--- config.mk ---
export PLATFORM = sky130hd
export DESIGN_NAME = wb_stage
export DESIGN_NICKNAME = d
export VERILOG_FILES = /design/src/rtl/wb_stage.sv
export SDC_FILE = /design/constraint.sdc
export NUM_CORES = 1
export LEC_CHECK = 0
export CORE_UTILIZATION = 40
export CTS_CLUSTER_DIAMETER = 30
export CTS_CLUSTER_SIZE = 25
export DETAILED_ROUTE_END_ITERATION = 10
export DONT_BUFFER_PORTS = 1
export GPL_TIMING_DRIVEN = 0
export PLACE_DENSITY_LB_ADDON = 0.1
export SYNTH_ARGS = -nofsm -noshare
export SYNTH_HDL_FRONTEND = slang
export SYNTH_SLANG_ARGS = --single-unit
--- constraint.sdc ---
create_clock -name clk -period 2.3 [get_ports clk]
set_clock_uncertainty 0.2 [all_clocks]
set_input_delay 0.46 -clock clk [delete_from_list [all_inputs] [get_ports clk]]
set_output_delay 0.46 -clock clk [all_outputs]
set_load 0.01 [all_outputs]
--- src/rtl/wb_stage.sv ---
`default_nettype none
// ============================================================================
// Module   : wb_stage
// Purpose  : Writeback stage of the 5-stage RV32I pipeline. Sole driver of
//            the register file write port. Non-load results are written one
//            cycle after acceptance; loads wait for the data-memory response,
//            then the selected byte/halfword/word is aligned and extended.
// Ports    : clk, reset             - clock, synchronous active-high reset
//            in_valid / in_ready    - handshake from the MEM stage
//            in_reg_write, in_rd,
//            in_is_load, in_funct3,
//            in_addr_lo,
//            in_alu_result          - retiring instruction fields
//            dmem_rvalid, dmem_rdata- data-memory read response
//            write_en/addr/value    - registered register file write port
//            load_pending           - high while a load is outstanding
//            load_timeout           - sticky load-timeout error flag
//            instret                - retired-instruction counter
// Options  : WB_INSTRET_EN - when defined, instret counts retire events;
//            otherwise instret is tied to zero.
// Revision : 1.0 - initial release
// ============================================================================
module wb_stage #(
  parameter int LOAD_TIMEOUT = 255,  // 0 = never time out
  parameter int CNT_W        = 8
) (
  input  logic        clk,
  input  logic        reset,
  input  logic        in_valid,
  output logic        in_ready,
  input  logic        in_reg_write,
  input  logic [4:0]  in_rd,
  input  logic        in_is_load,
  input  logic [2:0]  in_funct3,
  input  logic [1:0]  in_addr_lo,
  input  logic [31:0] in_alu_result,
  input  logic        dmem_rvalid,
  input  logic [31:0] dmem_rdata,
  output logic        write_en,
  output logic [4:0]  write_addr,
  output logic [31:0] write_value,
  output logic        load_pending,
  output logic        load_timeout,
  output logic [63:0] instret
);

  typedef enum logic [0:0] {
    S_IDLE      = 1'b0,
    S_WAIT_LOAD = 1'b1
  } state_t;

  localparam logic [CNT_W:0] c_limit = (CNT_W+1)'(LOAD_TIMEOUT);

  state_t           r_state;
  logic             r_reg_write;
  logic [4:0]       r_rd;
  logic [2:0]       r_funct3;
  logic [1:0]       r_addr_lo;
  logic [CNT_W-1:0] r_cnt;

  logic [CNT_W:0]   w_cnt_next;
  logic             w_expire;
  logic [31:0]      w_shifted;
  logic [7:0]       w_byte;
  logic [15:0]      w_half;
  logic [31:0]      w_load_value;

  assign in_ready     = (r_state == S_IDLE);
  assign load_pending = (r_state == S_WAIT_LOAD);

  // One extra bit so the comparison never wraps before reaching the limit.
  assign w_cnt_next = {1'b0, r_cnt} + {{CNT_W{1'b0}}, 1'b1};
  assign w_expire   = (LOAD_TIMEOUT != 0) && (w_cnt_next == c_limit);

  // Byte select by shifting the word down by addr_lo bytes; halfword select
  // only looks at addr_lo[1], so a misaligned LH silently rounds down.
  assign w_shifted = dmem_rdata >> {r_addr_lo, 3'b000};
  assign w_byte    = w_shifted[7:0];
  assign w_half    = r_addr_lo[1] ? dmem_rdata[31:16] : dmem_rdata[15:0];

  always_comb begin
    w_load_value = dmem_rdata;  // LW and the unused encodings
    case (r_funct3)
      3'b000:  w_load_value = {{24{w_byte[7]}}, w_byte};
      3'b001:  w_load_value = {{16{w_half[15]}}, w_half};
      3'b100:  w_load_value = {24'd0, w_byte};
      3'b101:  w_load_value = {16'd0, w_half};
      default: w_load_value = dmem_rdata;
    endcase
  end

  always_ff @(posedge clk) begin
    if (reset) begin
      r_state      <= S_IDLE;
      write_en     <= 1'b0;
      write_addr   <= 5'd0;
      write_value  <= 32'd0;
      load_timeout <= 1'b0;
      r_cnt        <= '0;
      r_reg_write  <= 1'b0;
      r_rd         <= 5'd0;
      r_funct3     <= 3'd0;
      r_addr_lo    <= 2'd0;
    end else begin
      write_en <= 1'b0;  // strobe is a single-cycle pulse
      case (r_state)
        S_IDLE: begin
          if (in_valid) begin
            if (in_is_load) begin
              r_reg_write <= in_reg_write;
              r_rd        <= in_rd;
              r_funct3    <= in_funct3;
              r_addr_lo   <= in_addr_lo;
              r_cnt       <= '0;
              r_state     <= S_WAIT_LOAD;
            end else begin
              write_en    <= in_reg_write && (in_rd != 5'd0);
              write_addr  <= in_rd;
              write_value <= in_alu_result;
            end
          end
        end
        S_WAIT_LOAD: begin
          // A response arriving on the expiry cycle still completes the load.
          if (dmem_rvalid) begin
            write_en    <= r_reg_write && (r_rd != 5'd0);
            write_addr  <= r_rd;
            write_value <= w_load_value;
            r_state     <= S_IDLE;
          end else if (w_expire) begin
            load_timeout <= 1'b1;
            r_state      <= S_IDLE;
          end else begin
            r_cnt <= w_cnt_next[CNT_W-1:0];
          end
        end
        default: r_state <= S_IDLE;
      endcase
    end
  end

`ifdef WB_INSTRET_EN
  logic [63:0] r_instret;
  logic        w_retire;

  // Timed-out loads leave without dmem_rvalid, so they never count.
  assign w_retire = ((r_state == S_IDLE) && in_valid && !in_is_load) ||
                    ((r_state == S_WAIT_LOAD) && dmem_rvalid);

  always_ff @(posedge clk) begin
    if (reset) begin
      r_instret <= 64'd0;
    end else if (w_retire) begin
      r_instret <= r_instret + 64'd1;
    end
  end

  assign instret = r_instret;
`else
  assign instret = 64'd0;
`endif

endmodule
`default_nettype wire

Yosys cells after proc, flatten, opt, wreduce, memory -nomap -nowiden
Index checks and enable logic that the tools add are counted.

word-level totals
  bits in registers = 59
  bits in latches = 0
  memory bits (writable) = 0
  bits in read-only memories = 0
  input bits = 80
  output and inout bits = 105
  word-level logic and storage cells = 57
  memories kept = 0

cells by class
  $add $sub $neg = 1
  multipliers = 0
  divide/modulo/power cells = 0
  $lt $le $gt $ge = 0
  equality and inequality tests = 10
  shift-type cells = 1
  multiplexer cells = 24
  bitwise logic cells = 2
  reductions and logical operators = 9

operators with widths
  kind                 number
  $pmux 32 s4          1
  $mux 32              3
  $pmux 32 s2          1
  $mux 8               4
  $shr 32x5->8         1
  $mux 16              1
  $pmux 8 s2           1
  $mux 5               3
  $ne 2x2->1 const B   5
  $pmux 5 s2           1
  $reduce_bool 5->1    2
  $add 8x1->9 const B  1
  $eq 9x8->1 const B   1
  $reduce_and 3->1     3
  $mux 1               7
  $eq 3x3->1 const B   2
  $pmux 1 s2           2
  $reduce_and 4->1     1
  $eq 3x1->1 const B   1
  $logic_not 3->1      1
  $logic_and 1x1->1    2
  $ne 2x1->1 const B   1
  $not 1->1            2

Longest topological paths before layout
Gate-level depths: netlist of run 1.

  word-level depth = 5
  mapped depth = 7
  mapped depth without buffers = 7

Worst setup path after synthesis of run 1
Ideal clock, no wire load.

  path type = reg2reg
  start point = register r_cnt[1]
  end point = register r_cnt[2]
  library setup time = 0.131 ns
  data arrival time = 1.670 ns
  data required time = 1.969 ns
  path slack = 0.299 ns
  cell stages (with the launch flop) = 7
  path buffers = 0
  clock period less this slack = 2.001 ns
  cell sequence = dfxtp_1 -> ha_1 -> nand3_1 -> or3_1 -> a211o_1 -> a41oi_1 -> a31oi_1

between the ends
  cells in the longest elaborated chain, start to end = 4
  elaborated cells on any way between the ends = 7
  classes of those cells = add/sub (1); eq/ne (2); mux (3); reduce/logical (1)

ends and longest elaborated chain
  element                                                   RTL line  text
  start: declaration                                        59        logic [CNT_W-1:0] r_cnt;
  start signal: assignment                                  134       r_cnt <= w_cnt_next[CNT_W-1:0];
  $add 8x1->9 (*)                                           72        assign w_cnt_next = {1'b0, r_cnt} + {{CNT_W{1'b0}}, 1'b1};
  $eq 9x8->1 or $mux 8 (tied branches)                      73, 130
  $ne 2x2->1 (no line) or $mux 8 (tied branches)            -
  $reduce_and 4->1 (no line) or $pmux 8 s2 (tied branches)  -

Every way passes the cells marked *; elsewhere a longest branch is shown, timed or not. The select of a mux whose other input is x is not followed.
A chain may end at the register's enable or synchronous reset.

Worst setup path in the final report of run 1
  start point = register r_state, in the netlist load_pending
  end point = output in_ready

between the ends
  cells in the longest elaborated chain, start to end = 1

ends and longest elaborated chain
  element                   RTL line  text
  start: declaration        54        state_t r_state;
  start signal: assignment  94        r_state <= S_IDLE;
  start signal: assignment  115       r_state <= S_WAIT_LOAD;
  start signal: assignment  129       r_state <= S_IDLE;
  $not 1->1 (no line)       -
  end: declaration          30        output logic in_ready,

Every way passes these cells.

==> summary.txt, run 1 <==
Logic synthesis
  – Synthesized instance count: around 470
  – Synthesized flop and latch total: 59
  – Synth async-reset ratio: 0%
  – Ys flop type: dfxtp_1
  – Post-synthesis cell type count: 45
  – Ys Warns: 0
  – Seq/Total Area, Yosys: 31.96%
  – Post-Syn Area: around 0.0037 mm2
  – Syn Area/Cell: 7.914 um2
  – Post-synth EDFFs: 0

Timing
  – Fmax: 459.1 MHz
  – Slew @ Worst Pin: 0.6321 ns
  – Max-slew violations: 0
  – RSZ-0062 raised after global routing: false
  – Hold Fails Final Rpt: 0
  – Final min period: 2.178 ns
  – Setup tns final: 0 ns
  – Normalized max-slew margin: roughly 58%
  – Tcrit/Tclk final: around 95%
  – Hold WS: 0.03274 ns
  – Setup-failing EPs final: 0

Finish
  – Final cell count without fillers: 654
  – Final Util: ~48%
  – Area Growth Syn to Fin: 15.98%
  – Final net count: 623
  – Layout cells sized above 1: 19.05%
  – Antenna cell count: 0

Run
  – Max-Cap Viols: 0

Clocking
  – H-tree levels: 3
  – Clock Tree Buf Depth: 2
  – Clock Sinks: 59
  – Clk root buf: clkbuf_8
  – Skew-Pair Late Insertion Delay: 0.35 ns
  – TritonCTS buffer count: 9
  – TritonCTS clock tree: yes
  – Clock-pin slew on the worst setup and hold paths: 0.08 ns
  – Hold_buf cts: 0

Critical path
  – Crit Path Class: flop to output pin
  – Peak per-stage delay on the critical path: 0.42 ns
  – Worst Path Required: 1.64 ns
  – Critical path's slowest cell: dfxtp_1
  – Max Fanout on Critical Path: 10
  – Buf/Inv on CP: 3
  – Cell family with most CP delay: buffers and inverters
  – Crit-path cells: buf_2 -> inv_1 -> clkbuf_2
  – Setup crit start kind: flop
  – Crit. End Element: output pin
  – Crit path DAT: ~1.5 ns

Global route
  – Vias in the first global route: ~3200
  – First-pass GRT wire length: 17040 um
  – Initial antenna violation count: 0
  – Overflow after GRT: 0
  – Largest net degree at the start of global routing: 13
  – GRT Util Overall: 22.87%

Placement
  – HPWL Detailed: 8840 um
  – I/O Buffers: 0
  – Placed cell count: 638
  – GPL Wtd Cong: 0.8537

Route
  – DR pass1 iterations: 10
  – DRC Markers: 18
  – DR vias/cell: 5.358
  – Starting DRC count in detailed routing: 167
  – Drt total wl: approximately 11000 um
  – Vias after detailed routing: 3504
  – Wire length per cell: 16.98 um
  – Routed Antenna Nets: 0

Pwr
  – Static leakage: 1.787 nW
  – Tot Pwr: 2.461 mW
  – Worst vdd ir: 343.6 uV
  – Pwr Density: 574.2 mW/mm2

Outcome
  – Status: finished with violations
  – Failing checks: DRC

Floorplan
  – # rows: 34
  – Die area: slightly below 0.01 mm2
  – Initial Util: about two fifths
  – Core area: 0.008848 mm2
  – Die X: 98.13 um
  – Die height: between 90 and 100 um
  – # IOs: approximately 190

Hold path
  – Worst hold path class: input pin to flop
logic make-up after synthesis:
family	share of synthesized area (%)
adders and majority gates	0.6769
and+or+nand+nor	17.50
DFF	31.96
xor gates and xnor gates	0.4740
muxes	2.708
other	0.1015
AOI/OAI and AO/OA	28.33
buffers and inverters	18.25
final cells by class:
type                    instances  area, um2
well taps                     108      135.1
multi-input cells             360       2115
fillers                       909       4562
plain buffers                  99      633.1
clock inverters                 7      53.80
flip-flops and latches         59       1181
clock buffers                   9      123.9
inverters                      12      45.04
layer usage:
metal  vias up  GRT usage [%]  part of all wire, %
li1       1716              -                    -
met1      1597          27.43                   39
met2       172          38.19                   47
met3        19          7.373                   11
met4         0          8.275                  2.2
met5         -              0                    0
what timing repair did:
item	4_1_cts	5_1_grt
resized for setup	1	11
cloned	0	0
setup buffers	0	0
setup endpoints to repair	1	18
pin swaps	0	1
cells in the mapped netlist (7+ instances only):
| cell | count | area share (%) |
|---|---|---|
| a221oi_1 | 8 | 1.9 |
| and2_1 | 16 | 2.7 |
| o221ai_1 | 23 | 5.5 |
| buf_2 | 8 | 1.1 |
| nand2_1 | 52 | 5.3 |
| a21oi_1 | 40 | 5.4 |
| a211oi_1 | 19 | 3.9 |
| inv_1 | 12 | 1.2 |
| nor2b_1 | 8 | 1.4 |
| mux2i_1 | 7 | 1.9 |
| a31oi_1 | 23 | 3.9 |
| nor2_1 | 37 | 3.8 |
| a21o_1 | 7 | 1.4 |
| nand3_1 | 11 | 1.5 |
| buf_4 | 64 | 13 |
| dfxtp_1 | 59 | 32 |
| clkbuf_1 | 25 | 2.5 |
| o41ai_1 | 8 | 1.9 |
state kept, by name (all words and copies together) (netlist names):
name          count
load_pending      1
r_addr_lo         2
load_timeout      1
write_en          1
r_funct3          3
write_value      32
write_addr        5
r_reg_write       1
r_cnt             8
r_rd              5
path summary, 6_finish.rpt:
path	start	slack, ns	cells after the start	end
worst max-delay path	load_pending	0.12	3	in_ready
worst max register to register	r_funct3[1]	0.15	6	write_value[13]
worst min-delay path	in_rd[3]	0.03	2	r_rd[3]
worst min register to register	r_reg_write	0.26	2	r_reg_write
cells in the final DEF (no fill, tap or decap), types with 2 or more instances in the layout:
master / synthesis / layout
clkinvlp_4: 0 / 3
conb_1: 1 / 64
buf_4: 64 / 64
o211ai_1: 2 / 2
a41oi_1: 2 / 2
nand3_1: 11 / 10
nand2b_1: 3 / 3
dfxtp_1: 59 / 59
o221ai_1: 23 / 23
nand2_1: 52 / 52
a21o_1: 7 / 7
clkbuf_8: 0 / 9
mux2_4: 2 / 2
and2_1: 16 / 16
mux2i_1: 7 / 7
clkbuf_1: 25 / 22
buf_2: 8 / 8
clkinv_4: 0 / 2
a21oi_1: 40 / 40
or4_1: 3 / 3
o41ai_1: 8 / 8
o21ai_1: 1 / 2
inv_1: 12 / 12
or3_1: 3 / 2
o41ai_4: 2 / 2
a31oi_1: 23 / 23
clkbuf_2: 0 / 3
o21a_1: 2 / 2
nor2_1: 37 / 37
a211oi_1: 19 / 19
a221oi_1: 8 / 8
nor2b_1: 8 / 8
worst reg2reg max path: stages (launching register included):
cell and delay [ns]:
dfxtp_1 0.31, clkbuf_1 0.39, nor2b_1 0.09, clkbuf_1 0.24
a21o_1 0.24, a221oi_1 0.42, o41ai_1 0.13
power breakdown:
part           total, mW  switching [mW]  leakage [nW]  internal, mW
Clock              0.848           0.454        0.0818         0.394
Combinational      0.461           0.273          1.22         0.188
Sequential          1.15          0.0689         0.483          1.08
Total               2.46           0.796          1.79          1.67
per-stage QoR:
stage	worst slack [ns]	cell area, um2
after floorplan	0.2992	3933
after global placement	0.08628	4068
after detailed placement	0.04862	4068
after CTS	0.04152	4247
after global routing	0.01494	4287
final	0.1218	4287
Power figures use the tool's default switching activity.
==> run 2: changes to the inputs <==
- CELL_PAD_IN_SITES_DETAIL_PLACEMENT: not set -> 1
- CELL_PAD_IN_SITES_GLOBAL_PLACEMENT: not set -> 2
- CORE_UTILIZATION: 40 -> 34
- PLACE_DENSITY: not set -> 0.79
- PLACE_DENSITY_LB_ADDON: 0.1 -> not set
==> run 2 against run 1 <==
Compared with the run above:
- the flow now finishes without violations
- global-route usage down 0.48 points
- via count up 0.29%
- design area up 1.3%
- register-to-register slack worse by 0.04 ns
- core utilization down 6.8 points
- clock power up 12%
- setup slack worse by 0.0095 ns
- final cell count up 4.6%
- combinational power up 2%
- non-clock buffer count up 2
- largest cell class unchanged
- largest power group unchanged
==> summary.txt, run 2 (synthesized netlist as in run 1, its figures left out) <==
Critical path
  – Crit. End Element: flop
  – FF-to-FF path depth: 6
  – Max Fanout on Critical Path: 6
  – Crit Path Class: flop to flop
  – Reg2reg start: r_cnt[0]
  – Setup crit start kind: flop
  – Worst Path Required: 2.38 ns
  – Worst reg2reg setup slack: 0.11 ns
  – Crit path from: r_cnt[0]
  – FF-to-FF End: r_cnt[3]
  – Critical path destination: r_cnt[3]
  – Crit path DAT: 2.26 ns

Outcome
  – Status: complete, no violations

Floorplan
  – Die X: 106.3 um
  – Core area: 0.01042 mm2
  – Die height: 106.3 um
  – # IOs: 185
  – # rows: 37
  – Die area: 0.01129 mm2
  – Initial Util: 35.48%

Timing
  – Slew @ Worst Pin: 0.6133 ns
  – RSZ-0062 raised after global routing: false
  – Tcrit/Tclk final: 95.12%
  – Hold Fails Final Rpt: 0
  – Final min period: 2.188 ns
  – Fmax: 457.1 MHz
  – Max-slew violations: 0
  – Normalized max-slew margin: 59.11%
  – Setup-failing EPs final: 0

Pwr
  – Static leakage: about 1.8 nW
  – Worst vdd ir: 227.5 uV
  – Pwr Density: 592.8 mW/mm2

Finish
  – Biggest register: write_value
  – Final Cell Area: about 0.0043 mm2
  – Final cell count without fillers: roughly 680
  – Largest regs: write_value: 32 flops, r_cnt: 8 flops
  – Final Util: 41.68%
  – Area Growth Syn to Fin: 17.47%
  – Commonest non-fill, non-tap cell in the layout: buf_4
  – Layout cells sized above 1: between 15 and 20%
  – Antenna cell count: 0
  – Flip-flop count of the largest register after layout: 32
  – Most frequent cells in the layout: buf_4, conb_1, dfxtp_1, nand2_1, a21oi_1
  – Final net count: 625

Placement
  – HPWL Detailed: 9955 um
  – GPL Wtd Cong: 0.8852
  – I/O Buffers: 0
  – Placed cell count: between 600 and 700
  – Placed inst area: 0.004103 mm2

Route
  – Vias after detailed routing: 3514
  – DRC Markers: 0
  – DR vias/cell: 5.137
  – Drt total wl: 12560 um
  – DR pass1 iterations: 4
  – Routed Antenna Nets: 0
  – Starting DRC count in detailed routing: 98
  – Wire length per cell: approximately 18 um

Global route
  – First-pass GRT wire length: 19290 um
  – Vias in the first global route: around 3600
  – GRT Util Overall: about 22%
  – Largest net degree at the start of global routing: 12
  – Overflow after GRT: 0
  – Initial antenna violation count: 0

Clocking
  – Clk root buf: clkbuf_8
  – Clock-pin slew on the worst setup and hold paths: 0.08 ns
  – Hold_buf cts: 0
  – Clock Tree Buf Depth: 2
  – TritonCTS clock tree: yes
  – H-tree levels: 3
  – Skew-Pair Late Insertion Delay: 0.35 ns
  – TritonCTS buffer count: 9
  – Clock Sinks: between 50 and 60

Run
  – Max-Cap Viols: 0

Hold path
  – Worst hold path class: input pin to flop
  – Worst hold path stage count: 2
[run 2: report_power, final]
group	switching, mW	internal (mW)
Combinational	0.283	0.188
Sequential	0.0688	1.08
Clock	0.456	0.495
[run 2: worst min path at each step]
stage | from | to
floorplan | r_reg_write | r_reg_write
global placement | r_reg_write | r_reg_write
detailed placement | r_rd[1] | r_rd[1]
CTS | in_rd[2] | r_rd[2]
global route | in_rd[0] | r_rd[0]
finish | in_rd[2] | r_rd[2]
[run 2: what timing repair did]
item | in CTS | in global routing
gates resized for setup | 3 | 8
buffers inserted | 0 | 2
setup endpoints to repair | 5 | 18
pin swaps | 0 | 1
endpoints found under the hold margin | 0 | 0
[run 2: area by class of cell]
| class | count | area [um2] |
|---|---|---|
| Buffer | 99 | 635.6 |
| Clock buffer | 9 | 123.9 |
| Clock inverter | 7 | 68.82 |
| Fill cell | 1320 | 6075 |
| Inverter | 12 | 45.04 |
| Multi-Input combinational cell | 360 | 2101 |
| Sequential cell | 59 | 1182 |
| Tap cell | 136 | 170.2 |
| Timing Repair Buffer | 2 | 15.01 |
[run 2: per-stage QoR]
stage               setup TNS, ns  power (mW)  hold WS (ns)  setup slack, ns
finish                          0       2.574       0.03478           0.1123
global route                    0       2.702       0.02672          0.01057
CTS                             0       2.587       0.03107          0.01524
detailed placement      -0.005876       1.640        0.2666        -0.005876
global placement                0       1.630        0.2460          0.01554
floorplan                       0       1.536        0.2366           0.2992
[run 2: worst max-delay path, cell delays in order, from the launching register on]
cell      delay [ns]
dfxtp_1         0.39
ha_2            0.24
nand3_1         0.17
or3_4           0.41
a211oi_4        0.29
o211ai_2        0.21
a31oi_1         0.21
[run 2: per-layer routing]
layer  vias up  wire, um  track usage, %
met1      1647      5088           25.43
met2       136      6155           39.33
met4         0       233           6.647
met3        20      1082           7.664
li1       1711         -               -
met5         -         0               0
==> run 3: changes to the inputs <==
- CORE_UTILIZATION: 34 -> 30
- PLACE_DENSITY: 0.79 -> 0.74
- clock period: 2.3 -> 2 ns (I/O delays scaled with it)
==> run 3 against run 2 <==
Compared with the run above:
- the flow now finishes with violations (setup timing)
- total power is 32% higher
- critical endpoint unchanged
- first-iteration DRC count increased by 48%
- final cell count up 2.9%
- largest cell class unchanged
- critical path type unchanged
- count of clock-buffer cells in the layout grew 3
==> summary.txt, run 3 (synthesized netlist as in run 1, its figures left out) <==
Outcome
  – Status: finished with violations
  – Failing checks: setup timing

Timing
  – Fmax: 493.4 MHz
  – RSZ-0062 raised after global routing: true
  – Max-slew violations: 0
  – Setup-failing EPs final: 4
  – Hold WS: between 0.009 and 0.01 ns
  – Hold Fails Final Rpt: 0
  – Setup ws final: -0.02660 ns
  – Final min period: approximately 2.0 ns
  – Setup tns final: -0.04433 ns
  – Tcrit/Tclk final: 101.3%
  – Slew @ Worst Pin: 0.6492 ns
  – Normalized max-slew margin: 56.72%

Global route
  – Initial antenna violation count: 0
  – Largest net degree at the start of global routing: 11
  – GRT Util Overall: 20.60%
  – Vias in the first global route: 3467
  – Overflow after GRT: 0
  – First-pass GRT wire length: 19610 um

Clocking
  – Clock Tree Buf Depth: 2
  – Clock Sinks: 59
  – TritonCTS clock tree: yes
  – Skew-Pair Late Insertion Delay: 0.33 ns
  – TritonCTS buffer count: 9
  – Clk root buf: clkbuf_16
  – H-tree levels: 3
  – Clock-pin slew on the worst setup and hold paths: 0.06 ns

Critical path
  – Crit path DAT: 2.03 ns
  – FF-to-FF path depth: 6
  – Setup crit start kind: flop
  – Crit. End Element: flop
  – Worst Path Required: 2.01 ns
  – Crit Path Class: flop to flop
  – Max Fanout on Critical Path: 6

Finish
  – Commonest non-fill, non-tap cell in the layout: buf_4
  – Fillers: 1486
  – Final Util: a little under 40%
  – Area Growth Syn to Fin: 27.69%
  – Final net count: 635
  – Flip-flop count of the largest register after layout: 32
  – Largest regs: write_value: 32 flops, r_cnt: 8 flops
  – Layout cells sized above 1: between 20 and 30%
  – Biggest register: write_value
  – Antenna cell count: 0
  – Most frequent cells in the layout: buf_4, conb_1, dfxtp_1, nand2_1, a21oi_1

Floorplan
  – # IOs: 185
  – Core area: approximately 0.012 mm2
  – Initial Util: 30.77%
  – Die area: 0.01277 mm2
  – Die X: 113.0 um
  – # rows: 40
  – Die height: 113.0 um

Route
  – Vias after detailed routing: about 3500
  – Routed Antenna Nets: 0
  – Wire length per cell: 18.76 um
  – DR vias/cell: 5.027
  – DR pass1 iterations: 4
  – DRC Markers: 0
  – Drt total wl: 13210 um
  – Starting DRC count in detailed routing: 145

Placement
  – I/O Buffers: 0
  – Pre-CTS setup slack: -0.2826 ns
  – GPL Wtd Cong: 0.8525
  – HPWL Detailed: roughly 10000 um

Hold path
  – Worst hold path class: input pin to flop
  – Worst hold path stage count: 2

Pwr
  – Worst vdd ir: roughly 430 uV
  – Pwr Density: 720.9 mW/mm2
  – Static leakage: 1.966 nW

Run
  – Max-Cap Viols: 0
[run 3: worst paths after layout]
| path | from | end | slack [ns] |
|---|---|---|---|
| worst max-delay path | r_cnt[1] | r_cnt[3] | -0.03 |
| worst min-delay path | in_funct3[2] | r_funct3[2] | 0.009 |
| worst max register to register | r_cnt[1] | r_cnt[3] | -0.03 |
| worst min register to register | r_rd[4] | r_rd[4] | 0.27 |
[run 3: power by group]
part           switching, mW  internal, mW
sequential            0.0845          1.25
clock                  0.544         0.953
combinational          0.337         0.239
[run 3: critical path: stages (launching register included)]
cell,delay (ns)
dfxtp_4,0.38
ha_4,0.16
nand3_4,0.08
or3_4,0.41
a211o_4,0.40
a31oi_2,0.21
a31oi_2,0.05
[run 3: through the flow]
step / area, um2 / total power, mW / instances
final: 4720 / 3.402 / 704
after global placement: 4119 / 1.880 / 677
after detailed placement: 4119 / 1.890 / 677
after floorplan: 3935 / 1.767 / 530
after CTS: 4557 / 3.411 / 699
after global routing: 4720 / 3.545 / 704
[run 3: area by class of cell]
type	instances	area (um2)	share of cell area (%)
Multi-Input combinational cell	360	2253	47.75
Inverter	12	45.04	0.9544
Buffer	98	651.9	13.81
Sequential cell	59	1196	25.34
Timing Repair Buffer	13	112.6	2.386
Clock buffer	12	236.5	5.011
Tap cell	147	183.9	3.897
Clock inverter	3	40.04	0.8484
[run 3: repair_timing]
item | 4_1_cts | 5_1_grt
hold buffers | 6 | 0
gates resized for setup | 26 | 31
endpoints found under the setup margin | 49 | 51
buffers inserted | 2 | 5
pin swaps | 6 | 10
endpoints found under the hold margin | 6 | 0
[run 3: metal layers]
metal	vias to the layer above	routed length (um)	global-route usage [%]	share of wire, %
li1	1735	-	-	-
met1	1658	5479	24.29	41
met2	129	6437	35.19	49
met3	17	1037	6.267	7.9
met4	0	255	7.719	1.9
met5	-	0	0	0
